--- src/rtl/cache_mem_arbiter.sv ---
// rtl/cache_mem_arbiter.sv - shares one block memory between icache refill and dcache refill/writeback
// Serialises misses with a busywait handshake; round-robin or dcache-first under contention.
module cache_mem_arbiter #(
    parameter int ADDR_W    = 28,
    parameter int DATA_W    = 128,
    parameter bit RR_ENABLE = 1'b1
) (
    input  logic              i_clk,
    input  logic              i_rst_n,
    input  logic              i_ic_read,
    input  logic [ADDR_W-1:0] i_ic_address,
    output logic [DATA_W-1:0] o_ic_readdata,
    output logic              o_ic_busywait,
    input  logic              i_dc_read,
    input  logic              i_dc_write,
    input  logic [ADDR_W-1:0] i_dc_address,
    input  logic [DATA_W-1:0] i_dc_writedata,
    output logic [DATA_W-1:0] o_dc_readdata,
    output logic              o_dc_busywait,
    output logic              o_mem_read,
    output logic              o_mem_write,
    output logic [ADDR_W-1:0] o_mem_address,
    output logic [DATA_W-1:0] o_mem_writedata,
    input  logic [DATA_W-1:0] i_mem_readdata,
    input  logic              i_mem_busywait
);

    typedef enum logic [1:0] {
        IDLE    = 2'd0,
        SERVE_I = 2'd1,
        SERVE_D = 2'd2,
        RELEASE = 2'd3
    } state_t;

    state_t            r_state;
    state_t            w_state_nxt;
    logic              r_last_grant;
    logic              r_owner;
    logic              r_issued;
    logic              r_mem_read;
    logic              r_mem_write;
    logic [ADDR_W-1:0] r_mem_address;
    logic [DATA_W-1:0] r_mem_writedata;
    logic [DATA_W-1:0] r_ic_readdata;
    logic [DATA_W-1:0] r_dc_readdata;
    logic              w_ic_req;
    logic              w_dc_req;
    logic              w_grant_d;
    logic              w_done;

    // last_grant / owner encoding: 0 = icache, 1 = dcache
    always_comb begin
        w_ic_req    = i_ic_read;
        w_dc_req    = i_dc_read | i_dc_write;
        w_grant_d   = w_dc_req & (~w_ic_req | ~RR_ENABLE | ~r_last_grant);
        w_done      = r_issued & ~i_mem_busywait;
        w_state_nxt = r_state;
        case (r_state)
            IDLE: begin
                if (w_grant_d)
                    w_state_nxt = SERVE_D;
                else if (w_ic_req)
                    w_state_nxt = SERVE_I;
            end
            SERVE_I, SERVE_D: begin
                if (w_done)
                    w_state_nxt = RELEASE;
            end
            RELEASE: w_state_nxt = IDLE;
            default: w_state_nxt = IDLE;
        endcase
    end

    always_ff @(posedge i_clk or negedge i_rst_n) begin
        if (!i_rst_n)
            r_state <= IDLE;
        else
            r_state <= w_state_nxt;
    end

    always_ff @(posedge i_clk or negedge i_rst_n) begin
        if (!i_rst_n) begin
            r_last_grant    <= 1'b0;
            r_owner         <= 1'b0;
            r_issued        <= 1'b0;
            r_mem_read      <= 1'b0;
            r_mem_write     <= 1'b0;
            r_mem_address   <= '0;
            r_mem_writedata <= '0;
            r_ic_readdata   <= '0;
            r_dc_readdata   <= '0;
        end else begin
            case (r_state)
                IDLE: begin
                    if (w_state_nxt != IDLE) begin
                        r_issued     <= 1'b0;
                        r_owner      <= w_grant_d;
                        r_last_grant <= w_grant_d;
                        if (w_grant_d) begin
                            r_mem_address   <= i_dc_address;
                            r_mem_writedata <= i_dc_writedata;
                            // read and write together is resolved as a write
                            r_mem_read      <= i_dc_read & ~i_dc_write;
                            r_mem_write     <= i_dc_write;
                        end else begin
                            r_mem_address   <= i_ic_address;
                            r_mem_read      <= 1'b1;
                            r_mem_write     <= 1'b0;
                        end
                    end
                end
                SERVE_I, SERVE_D: begin
                    if (!r_issued) begin
                        r_issued <= 1'b1;
                    end else if (w_done) begin
                        r_issued    <= 1'b0;
                        r_mem_read  <= 1'b0;
                        r_mem_write <= 1'b0;
                        if (r_state == SERVE_I)
                            r_ic_readdata <= i_mem_readdata;
                        else if (r_mem_read)
                            r_dc_readdata <= i_mem_readdata;
                    end
                end
                default: ;
            endcase
        end
    end

    assign o_ic_busywait   = w_ic_req & ~((r_state == RELEASE) & ~r_owner);
    assign o_dc_busywait   = w_dc_req & ~((r_state == RELEASE) & r_owner);
    assign o_mem_read      = r_mem_read;
    assign o_mem_write     = r_mem_write;
    assign o_mem_address   = r_mem_address;
    assign o_mem_writedata = r_mem_writedata;
    assign o_ic_readdata   = r_ic_readdata;
    assign o_dc_readdata   = r_dc_readdata;

    a_no_read_and_write: assert property (@(posedge i_clk) disable iff (!i_rst_n)
        !(i_dc_read && i_dc_write));

endmodule

--- config.mk ---
export PLATFORM = sky130hd
export DESIGN_NAME = cache_mem_arbiter
export DESIGN_NICKNAME = d
export VERILOG_FILES = /design/src/rtl/cache_mem_arbiter.sv
export SDC_FILE = /design/constraint.sdc
export NUM_CORES = 1
export LEC_CHECK = 0
export BUFFER_PORTS_ARGS = -buffer_cell sky130_fd_sc_hd__buf_2
export CORE_AREA = 2 2 283 285
export CTS_CLUSTER_SIZE = 30
export DETAILED_ROUTE_END_ITERATION = 8
export DIE_AREA = 0 0 285 287
export SETUP_SLACK_MARGIN = 0.1
export SLEW_MARGIN = 15
export SYNTH_ARGS = -nofsm -noshare
export SYNTH_HDL_FRONTEND = slang
export SYNTH_SLANG_ARGS = --single-unit
export TNS_END_PERCENT = 100
--- constraint.sdc ---
create_clock -name i_clk -period 2.4 [get_ports i_clk]
set_input_delay 0.48 -clock i_clk [delete_from_list [all_inputs] [get_ports i_clk]]
set_output_delay 0.48 -clock i_clk [all_outputs]
set_load 0.01 [all_outputs]
==> results_dict.tcl <==
set metrics [dict create \
    status "complete, no violations" \
    layout_setup_ws_ns 0.1754 \
    grt_pass1_wl_um 72530 \
    crit_fanout 7 \
    power.total_w 0.03162 \
    cts_tree "yes" \
    setup_viol 0 \
    timing.fmax_mhz 449.5 \
    final_common_cell "buf_2" \
    die_h_um 287 \
    postSynthAreaPerCell_sq_um 16.93 \
    r2r-end "o_dc_readdata[101]$_DFFE_PN0P_" \
    htree_levels 2 \
    ant_nets 0 \
    r2r_cells 7 \
    dp_slack_ns 0.06522 \
    r2r_setup_slack_ns 0.28 \
    worstSetupPathType "reg -> out" \
    grt_max_degree 65 \
    start_util 0.2046 \
    ys_ff_latch 418 \
    cellLeakagePower_nw 11.08 \
    vias_per_cell 3.896 \
    grt_usage 0.1132 \
    gr-total-overflow 0 \
    grt_pass1_vias 12180 \
    hold_viol 0 \
    port_buffers 733 \
    area_growth_pct 42.20 \
    cap_violations 0 \
    drive_above_1_share 0.6810 \
    ir_drop_mv 0.8106 \
    end_kind "output port" \
    setup-tns-final_ns 0 \
    final_cell_mix "buf_2, dfrtp_1, mux2_2, mux2_1, clkbuf_16" \
    crit_arrival_ns 1.74 \
    root_buffer "clkbuf_16" \
    grt_antenna_before_repair 5 \
    num_rows 103 \
    drtIter0Drc 236 \
    dieArea_sq_um 81800 \
    clock_path_buffers 3 \
    io_pins 734 \
    cp_data_required_time_ns 1.92 \
    fin_skew_ns 0.02011 \
    synth_cell_types 33 \
    relSlewSlack 0.5551 \
    worst_slew_pin_slew_ns 0.6674 \
    hold_class "in -> reg" \
    drc_errors 0 \
    core_area_sq_um 78610 \
    place_hpwl_um 37580 \
    syn_area_sq_um 16090 \
    wl_per_cell_um 17.02 \
    clkTransAtPathRegs_ns 0.06 \
    critPathLaunch "r_state[0]$_DFF_PN0_" \
    rsz0062_at_grt "no" \
    cts.sinks 418 \
    crit_path_end "o_dc_busywait" \
    die_w_um 285 \
    p_per_area_nw_per_um2 1382 \
    yosys_warnings 0 \
    cts_buffers 46 \
    nNetsFinal 2060 \
    yosysSeqAreaShare 0.6502 \
    vias 10995 \
    reg2reg_from "r_state[1]$_DFF_PN0_" \
    timing.final.crit_share 0.9269 \
    syn-num-nets 1272 \
    drt_pass1_iterations 4 \
    period_minus_slack_ns 2.225 \
    slew_viol_final 0 \
    syn_inst 950 \
    wl_um 48030 \
    clk_latency_ns 0.59 \
    gp_congestion 0.9407 \
    cp-start-kind "flip-flop" \
]
==> registers in the layout, summed over array words and instances, names as in the netlist <==
signal           count
o_dc_readdata      128
o_mem_write          1
o_mem_address       28
r_owner              1
r_state              2
r_issued             1
o_ic_readdata      128
o_mem_read           1
o_mem_writedata    128
==> critical path, stage by stage, from the launching register on <==
cell	delay, ns
dfrtp_1	0.38
buf_4	0.17
ha_1	0.22
a21oi_1	0.21
buf_2	0.19
==> Yosys cell counts <==
| cell | count | area (sq um) |
|---|---|---|
| a21boi_0 | 2 | 15.01 |
| a221oi_1 | 1 | 8.760 |
| nor3_1 | 3 | 15.01 |
| mux2_2 | 339 | 3817 |
| o21bai_1 | 2 | 15.01 |
| o211ai_1 | 1 | 7.510 |
| clkbuf_1 | 1 | 3.750 |
| inv_1 | 4 | 15.01 |
| nand4_1 | 1 | 6.260 |
| a211oi_2 | 1 | 12.51 |
| or3_1 | 1 | 6.260 |
| a211o_1 | 1 | 8.760 |
| a21oi_1 | 3 | 15.01 |
| a31o_2 | 1 | 8.760 |
| o2bb2ai_1 | 2 | 17.52 |
| a2111oi_0 | 1 | 8.760 |
| buf_2 | 19 | 95.09 |
| buf_4 | 16 | 120.1 |
| o2bb2ai_2 | 1 | 15.01 |
| dfrtp_1 | 418 | 10460 |
| nor3_2 | 1 | 10.01 |
| nand2b_1 | 1 | 6.260 |
| mux2i_1 | 1 | 10.01 |
| ha_1 | 4 | 50.05 |
| o21ai_0 | 1 | 5.000 |
| nor2b_1 | 1 | 6.260 |
| mux2_1 | 101 | 1137 |
| nand2_1 | 4 | 15.01 |
| or3b_2 | 1 | 8.760 |
| and2_1 | 1 | 6.260 |
| nor2_2 | 1 | 6.260 |
| nor2_1 | 2 | 7.510 |
| buf_6 | 13 | 146.4 |
==> power breakdown <==
| group | total [W] | switching [W] | internal [W] |
|---|---|---|---|
| clock | 0.00705 | 0.00294 | 0.00411 |
| combinational | 0.0121 | 0.00593 | 0.00620 |
| sequential | 0.0124 | 0.00184 | 0.0106 |
| total | 0.0316 | 0.0107 | 0.0209 |
==> how the worst min path moves through the flow <==
stage | endpoint | slack [ns] | start | depth (start not counted)
floorplan | o_dc_readdata[0]$_DFFE_PN0P_ | 0.18 | i_rst_n | 0
global placement | o_mem_writedata[80]$_DFFE_PN0P_ | 0.46 | o_mem_writedata[80]$_DFFE_PN0P_ | 1
detailed placement | o_mem_writedata[126]$_DFFE_PN0P_ | 0.47 | o_mem_writedata[126]$_DFFE_PN0P_ | 1
CTS | o_ic_readdata[59]$_DFFE_PN0P_ | 0.07 | i_mem_readdata[59] | 2
global route | o_dc_readdata[74]$_DFFE_PN0P_ | 0.08 | i_mem_readdata[74] | 2
finish | o_mem_writedata[26]$_DFFE_PN0P_ | 0.13 | i_dc_writedata[26] | 2
==> through the flow <==
step                cells  hold WS [ns]  instance area [sq um]  utilization
detailed placement   2739        0.4694                  21350       0.2716
floorplan             950        0.1844                  16090            -
finish               2822        0.1253                  22880       0.2910
global route         2822       0.07887                  22880       0.2910
CTS                  2821       0.07429                  22870       0.2910
global placement     2739        0.4614                  21350       0.2716
==> layer usage <==
layer / GRT usage / wire (um) / vias to the layer above
li1: - / - / 4962
met1: 0.1173 / 17150 / 5462
met3: 0.03937 / 4155 / 89
met5: 0 / 33 / -
met4: 0.04332 / 1587 / 4
met2: 0.2092 / 25100 / 478
==> repair_timing <==
| action | CTS | global route |
|---|---|---|
| gates resized for setup | 1 | 1 |
| endpoints found under the setup margin | 55 | 1 |
| setup buffers | 0 | 0 |
| endpoints found under the hold margin | 45 | 0 |
| cloned | 0 | 0 |
| hold buffers | 1 | 0 |
==> cell type report <==
class                           count  area (sq um)
Clock inverter                     17         217.7
Antenna cell                        1         2.502
Multi-Input combinational cell    479          5276
Clock buffer                       64          1289
Fill cell                        8037         55740
Inverter                            4         15.01
Tap cell                         1050          1314
Timing Repair Buffer              789          4302
Sequential cell                   418         10460
==> logic make-up after synthesis <==
kind of cell	Yosys count	share of synthesized area
AOI/OAI and AO/OA	17	0.008555
and+or+nand+nor	17	0.005835
DFF	418	0.6502
muxes	441	0.3086
adders and majority gates	4	0.003111
buffers and inverters	53	0.02364
(Power assumes the default switching activity.)
